## src/rtl/mac_execute_sequencer.sv

```systemverilog
// MAC execute sequencer: consumes the MIR and runs a FETCH/MULT loop, writing acc to rd.
// Optional writeback clamping is built when MAC_SATURATE_EN is defined.
module mac_execute_sequencer #(
   parameter int XLEN = 32
) (
   input  logic              clock,
   input  logic              reset,
   input  logic [25:0]       mac_IR_reg,
   output logic [25:0]       MIR_updated,
   output logic [4:0]        rf_rd_addr1,
   output logic [4:0]        rf_rd_addr2,
   input  logic [XLEN-1:0]   rf_rd_data1,
   input  logic [XLEN-1:0]   rf_rd_data2,
   output logic              rf_wr_en,
   output logic [4:0]        rf_wr_addr,
   output logic [XLEN-1:0]   rf_wr_data,
   output logic              mac_busy,
   output logic              mac_done
);

   // state | meaning
   // IDLE  | waiting for MIR valid; optional acc clear on launch
   // FETCH | read rs1/rs2 from the register file into op_a/op_b
   // MULT  | acc += op_a*op_b; MIR advances count/rs1/rs2
   // WRITE | write acc (or clamp) to rd, pulse done, retire MIR
   typedef enum logic [1:0] {S_IDLE, S_FETCH, S_MULT, S_WRITE} state_t;

   state_t                r_state;
   state_t                w_next;
   logic [2*XLEN-1:0]     r_acc;
   logic [XLEN-1:0]       r_op_a;
   logic [XLEN-1:0]       r_op_b;

   logic                  w_valid;
   logic [4:0]            w_rd;
   logic [4:0]            w_rs1;
   logic [4:0]            w_rs2;
   logic [7:0]            w_count;
   logic                  w_sgn;
   logic                  w_clr;
   logic [2*XLEN-1:0]     w_ext_a;
   logic [2*XLEN-1:0]     w_ext_b;
   logic [2*XLEN-1:0]     w_prod;
   logic [XLEN-1:0]       w_wb_data;

   assign w_valid = mac_IR_reg[25];
   assign w_rd    = mac_IR_reg[24:20];
   assign w_rs1   = mac_IR_reg[19:15];
   assign w_rs2   = mac_IR_reg[14:10];
   assign w_count = mac_IR_reg[9:2];
   assign w_sgn   = mac_IR_reg[1];
   assign w_clr   = mac_IR_reg[0];

   assign w_ext_a = w_sgn ? {{XLEN{r_op_a[XLEN-1]}}, r_op_a} : {{XLEN{1'b0}}, r_op_a};
   assign w_ext_b = w_sgn ? {{XLEN{r_op_b[XLEN-1]}}, r_op_b} : {{XLEN{1'b0}}, r_op_b};
   assign w_prod  = w_ext_a * w_ext_b;

`ifdef MAC_SATURATE_EN
   logic w_fits_signed;
   logic w_fits_unsigned;

   // Signed fit: every bit above the XLEN sign bit must match it.
   assign w_fits_signed   = (&r_acc[2*XLEN-1:XLEN-1]) | ~(|r_acc[2*XLEN-1:XLEN-1]);
   assign w_fits_unsigned = ~(|r_acc[2*XLEN-1:XLEN]);

   always_comb begin
      w_wb_data = r_acc[XLEN-1:0];
      if (w_sgn) begin
         if (!w_fits_signed)
            w_wb_data = r_acc[2*XLEN-1] ? {1'b1, {(XLEN-1){1'b0}}} : {1'b0, {(XLEN-1){1'b1}}};
      end else if (!w_fits_unsigned) begin
         w_wb_data = '1;
      end
   end
`else
   assign w_wb_data = r_acc[XLEN-1:0];
`endif

   always_ff @(posedge clock) begin
      if (!reset) r_state <= S_IDLE;
      else        r_state <= w_next;
   end

   always_ff @(posedge clock) begin
      if (!reset) begin
         r_acc  <= '0;
         r_op_a <= '0;
         r_op_b <= '0;
      end else begin
         if (r_state == S_IDLE && w_valid && w_clr) r_acc <= '0;
         if (r_state == S_FETCH) begin
            r_op_a <= rf_rd_data1;
            r_op_b <= rf_rd_data2;
         end
         if (r_state == S_MULT) r_acc <= r_acc + w_prod;
      end
   end

   always_comb begin
      w_next      = r_state;
      MIR_updated = mac_IR_reg;
      rf_rd_addr1 = '0;
      rf_rd_addr2 = '0;
      rf_wr_en    = 1'b0;
      rf_wr_addr  = '0;
      rf_wr_data  = '0;
      mac_busy    = 1'b1;
      mac_done    = 1'b0;
      case (r_state)
         S_IDLE: begin
            mac_busy = 1'b0;
            if (w_valid) w_next = S_FETCH;
         end
         S_FETCH: begin
            rf_rd_addr1 = w_rs1;
            rf_rd_addr2 = w_rs2;
            w_next      = S_MULT;
         end
         S_MULT: begin
            // count==0 falls through to WRITE just like count==1
            MIR_updated = {w_valid, w_rd, w_rs1 + 5'd1, w_rs2 + 5'd1,
                           w_count - 8'd1, w_sgn, w_clr};
            w_next      = (w_count <= 8'd1) ? S_WRITE : S_FETCH;
         end
         S_WRITE: begin
            MIR_updated = {1'b0, mac_IR_reg[24:0]};
            rf_wr_en    = (w_rd != 5'd0);
            rf_wr_addr  = w_rd;
            rf_wr_data  = w_wb_data;
            mac_done    = 1'b1;
            w_next      = S_IDLE;
         end
         default: w_next = S_IDLE;
      endcase
   end

endmodule

```

## config.mk

```make
export PLATFORM = sky130hd
export DESIGN_NAME = mac_execute_sequencer
export DESIGN_NICKNAME = d
export VERILOG_FILES = /design/src/rtl/mac_execute_sequencer.sv
export SDC_FILE = /design/constraint.sdc
export NUM_CORES = 2
export LEC_CHECK = 0
export ABC_AREA = 1
export BUFFER_PORTS_ARGS = -buffer_cell sky130_fd_sc_hd__buf_2
export CORE_UTILIZATION = 60
export DETAILED_ROUTE_END_ITERATION = 10
export PLACE_DENSITY = 0.8
export SYNTH_ARGS = -nofsm -noshare
export SYNTH_HDL_FRONTEND = slang
export SYNTH_SLANG_ARGS = --single-unit
```

## constraint.sdc

```tcl
create_clock -name clock -period 9.3 [get_ports clock]
set_input_delay 1.395 -clock clock [delete_from_list [all_inputs] [get_ports clock]]
set_output_delay 1.395 -clock clock [all_outputs]
set_load 0.005 [all_outputs]
```

==> flow_metrics.env <==
export IMPL_fp_dieW_um=196.4
export IMPL_layout_commonest_cell="inv_1"
export IMPL_wl_mm=61.98
export IMPL_port_buffers=165
export IMPL_outcome="complete, no violations"
export IMPL_vias_per_cell=5.287
export IMPL_cp_max_fo=22
export IMPL_r2r_start="r_op_b[10]$_SDFFE_PN0N_"
export IMPL_ys_ff_latch=98
export IMPL_hold_buffers=0
export IMPL_cp_end_kind="flip-flop"
export IMPL_finalCritPeriodShare_pct=93.14
export IMPL_clock_sinks=98
export IMPL_fmax_ghz=0.1155
export IMPL_area_growth_pct=6.338
export IMPL_required_ps=9510
export IMPL_grt_pass1_vias=20010
export IMPL_post_cts_setup_buffer_count=0
export IMPL_fp_row_count=70
export IMPL_start_kind="flip-flop"
export IMPL_drc=0
export IMPL_dr_pass1_iters=7
export IMPL_irDropWorstVdd_uv=115.5
export IMPL_grt_pass1_wl_mm=101.2
export IMPL_via_count=19430
export IMPL_core_area_um2=36870
export IMPL_numCtsBuffers=9
export IMPL_power_mw=2.155
export IMPL_hold_class="flip-flop to flip-flop"
export IMPL_nNetsFinal=3874
export IMPL_power_density_nw_per_um2=89.34
export IMPL_holdPathEnd="r_acc[28]$_SDFFE_PN0P_"
export IMPL_finalSetupTns_ps=0
export IMPL_io_pins=168
export IMPL_layout_drive_gt1_share_pct=7.789
export IMPL_grt_ovfl_total=0
export IMPL_p_leak_nw=15.02
export IMPL_holdPathStages=2
export IMPL_antenna_found_initial=0
export IMPL_syn_area_um2=22680
export IMPL_synth_cells=3097
export IMPL_wire_per_inst_um=16.87
export IMPL_start_util_pct=61.51
export IMPL_syn_area_per_cell_um2=7.323
export IMPL_dr_first_iter_drc_count=1709
export IMPL_worst_pin_slew_ps=1246
export IMPL_rsz0062_at_grt="false"
export IMPL_seq_area_frac_synth_pct=8.650
export IMPL_cts_tree="built"
export IMPL_reg2reg_depth=26
export IMPL_die_y_um=196.4
export IMPL_synthDistinctLibCells=44
export IMPL_grt_max_degree=76
export IMPL_n_antenna_cell=0
export IMPL_track_usage_pct=33.97
export IMPL_hold_viol=0
export IMPL_worst_clock_skew_ps=12.90
export IMPL_final_cell_mix="930 x inv_1, 723 x nand2_1, 434 x fa_1"
export IMPL_setup_viol=0
export IMPL_die_area_um2=38580
export IMPL_cts_max_level=3
export IMPL_yosysWarningCount=0
export IMPL_reg2reg_slack_ps=640
export IMPL_slew_viol_final=0
export IMPL_drtAntennaViolNets=0
export IMPL_gp_congestion=1.030
export IMPL_cts_resized=0
export IMPL_setup_worst_path_class="flip-flop to flip-flop"
export IMPL_maxCapViolations=0
export IMPL_cts_root_buf="clkbuf_16"
export IMPL_path_clk_slew_ps=80
export IMPL_layout_min_cycle_time_ps=8662
export IMPL_dp_hpwl_mm=51.49
export IMPL_crit_arrival_ps=8880
export IMPL_min_delay_start="r_acc[28]$_SDFFE_PN0P_"
export IMPL_slew_headroom_pct=16.85
export IMPL_clk_latency_ps=390
export IMPL_clk_path_buf_depth=2
export IMPL_syn_nets=3805
export IMPL_r2r_end="r_acc[30]$_SDFFE_PN0P_"
==> critical path: stages (launching register included) <==
cell	delay, ps
dfxtp_1	1120
nand2_1	200
fa_1	620
fa_1	440
fa_1	430
inv_1	80
fa_1	430
fa_1	520
inv_1	50
fa_1	480
inv_1	50
fa_1	490
inv_1	50
fa_1	530
inv_1	50
fa_1	500
fa_1	450
ha_1	440
inv_1	120
nor3_1	340
nand2_1	180
nor4_1	200
nand2_1	140
o2111ai_1	170
a21oi_1	100
o21ai_0	160
a21oi_1	120
==> registers in the layout, summed over array words and instances, names as in the netlist <==
name / count
r_op_b: 32
r_acc: 32
r_op_a: 32
r_state: 2
==> through the flow <==
| stage | hold slack (ps) | setup WS, ps | std cells | area, um^2 | utilization [%] |
|---|---|---|---|---|---|
| detailed placement | 456.9 | 758.1 | 3659 | 23830 | 64.63 |
| CTS | 468.8 | 728.4 | 3675 | 24120 | 65.41 |
| finish | 469.5 | 638.4 | 3675 | 24120 | 65.41 |
| global placement | 451.7 | 864.0 | 3659 | 23830 | 64.63 |
| global route | 495.1 | 384.2 | 3675 | 24120 | 65.41 |
| floorplan | 445.3 | 1815 | 3097 | 22680 | - |
==> area by class of cell <==
class	instances	area, um^2
tap	504	630.6
inverter	933	3502
fill	3145	12750
multi-input combinational	1913	16570
timing repair buffer	211	1171
sequential	98	1962
clock inverter	7	61.31
clock buffer	9	225.2
==> cells by family (layout without fill, tap and decap cells) <==
logic type / Yosys count / count (layout) / share of synthesized area [%]
AND/OR/NAND/NOR: 1041 / 1041 / 18.12
AO/OA/AOI/OAI: 224 / 224 / 5.280
buffers and inverters: 1086 / 1160 / 18.37
flip-flops: 98 / 98 / 8.650
XOR/XNOR: 32 / 32 / 1.236
adder cells (fa/ha/maj): 616 / 616 / 48.35
==> cell usage after synthesis (all sizes together) <==
| cell | count | share of area (%) |
|---|---|---|
| nand3 | 63 | 1.5 |
| a221oi | 3 | 0.12 |
| a31oi | 4 | 0.11 |
| dfxtp | 98 | 8.7 |
| o21ai | 113 | 2.5 |
| fa | 434 | 38 |
| nor2 | 219 | 3.6 |
| xor2 | 19 | 0.73 |
| nand2 | 728 | 12 |
| nand4 | 8 | 0.22 |
| a211oi | 1 | 0.033 |
| xnor2 | 13 | 0.50 |
| nor3 | 9 | 0.22 |
| a31o | 1 | 0.039 |
| buf | 41 | 1.1 |
| ha | 182 | 10 |
| or3b | 1 | 0.039 |
| or2 | 2 | 0.055 |
| o31ai | 1 | 0.033 |
| nor3b | 1 | 0.055 |
| o21a | 1 | 0.033 |
| clkbuf | 112 | 1.9 |
| inv | 931 | 15 |
| o311ai | 1 | 0.039 |
| nand3b | 5 | 0.17 |
| o22ai | 1 | 0.028 |
| o2111ai | 2 | 0.077 |
| a21oi | 86 | 1.9 |
| clkinv | 2 | 0.033 |
| a21o | 8 | 0.26 |
| nor4 | 5 | 0.17 |
| o21bai | 2 | 0.066 |
==> worst max path at each step <==
stage	start	endpoint	depth (start not counted)
finish	r_op_b[10]$_SDFFE_PN0N_	r_acc[30]$_SDFFE_PN0P_	26
floorplan	r_op_b[4]$_SDFFE_PN0N_	r_acc[31]$_SDFFE_PN0P_	34
global placement	r_op_b[10]$_SDFFE_PN0N_	r_acc[30]$_SDFFE_PN0P_	26
global route	r_op_b[10]$_SDFFE_PN0N_	r_acc[30]$_SDFFE_PN0P_	26
detailed placement	r_op_b[10]$_SDFFE_PN0N_	r_acc[30]$_SDFFE_PN0P_	26
CTS	r_op_b[10]$_SDFFE_PN0N_	r_acc[30]$_SDFFE_PN0P_	26
==> routing by layer <==
layer	track usage, %	routed length (um)	vias to the layer above
li1	-	-	8913
met1	43.88	24040	9383
met2	56.05	29440	953
met3	5.801	5647	180
met4	15.51	2857	0
met5	0	0	-
==> power by group <==
part           internal (mW)  total [mW]  switching (mW)
Sequential             0.449       0.564           0.115
Clock                  0.186       0.388           0.202
Combinational          0.437        1.20           0.765
Total                   1.07        2.15            1.08
No activity file was read; power rests on OpenSTA's default activity.
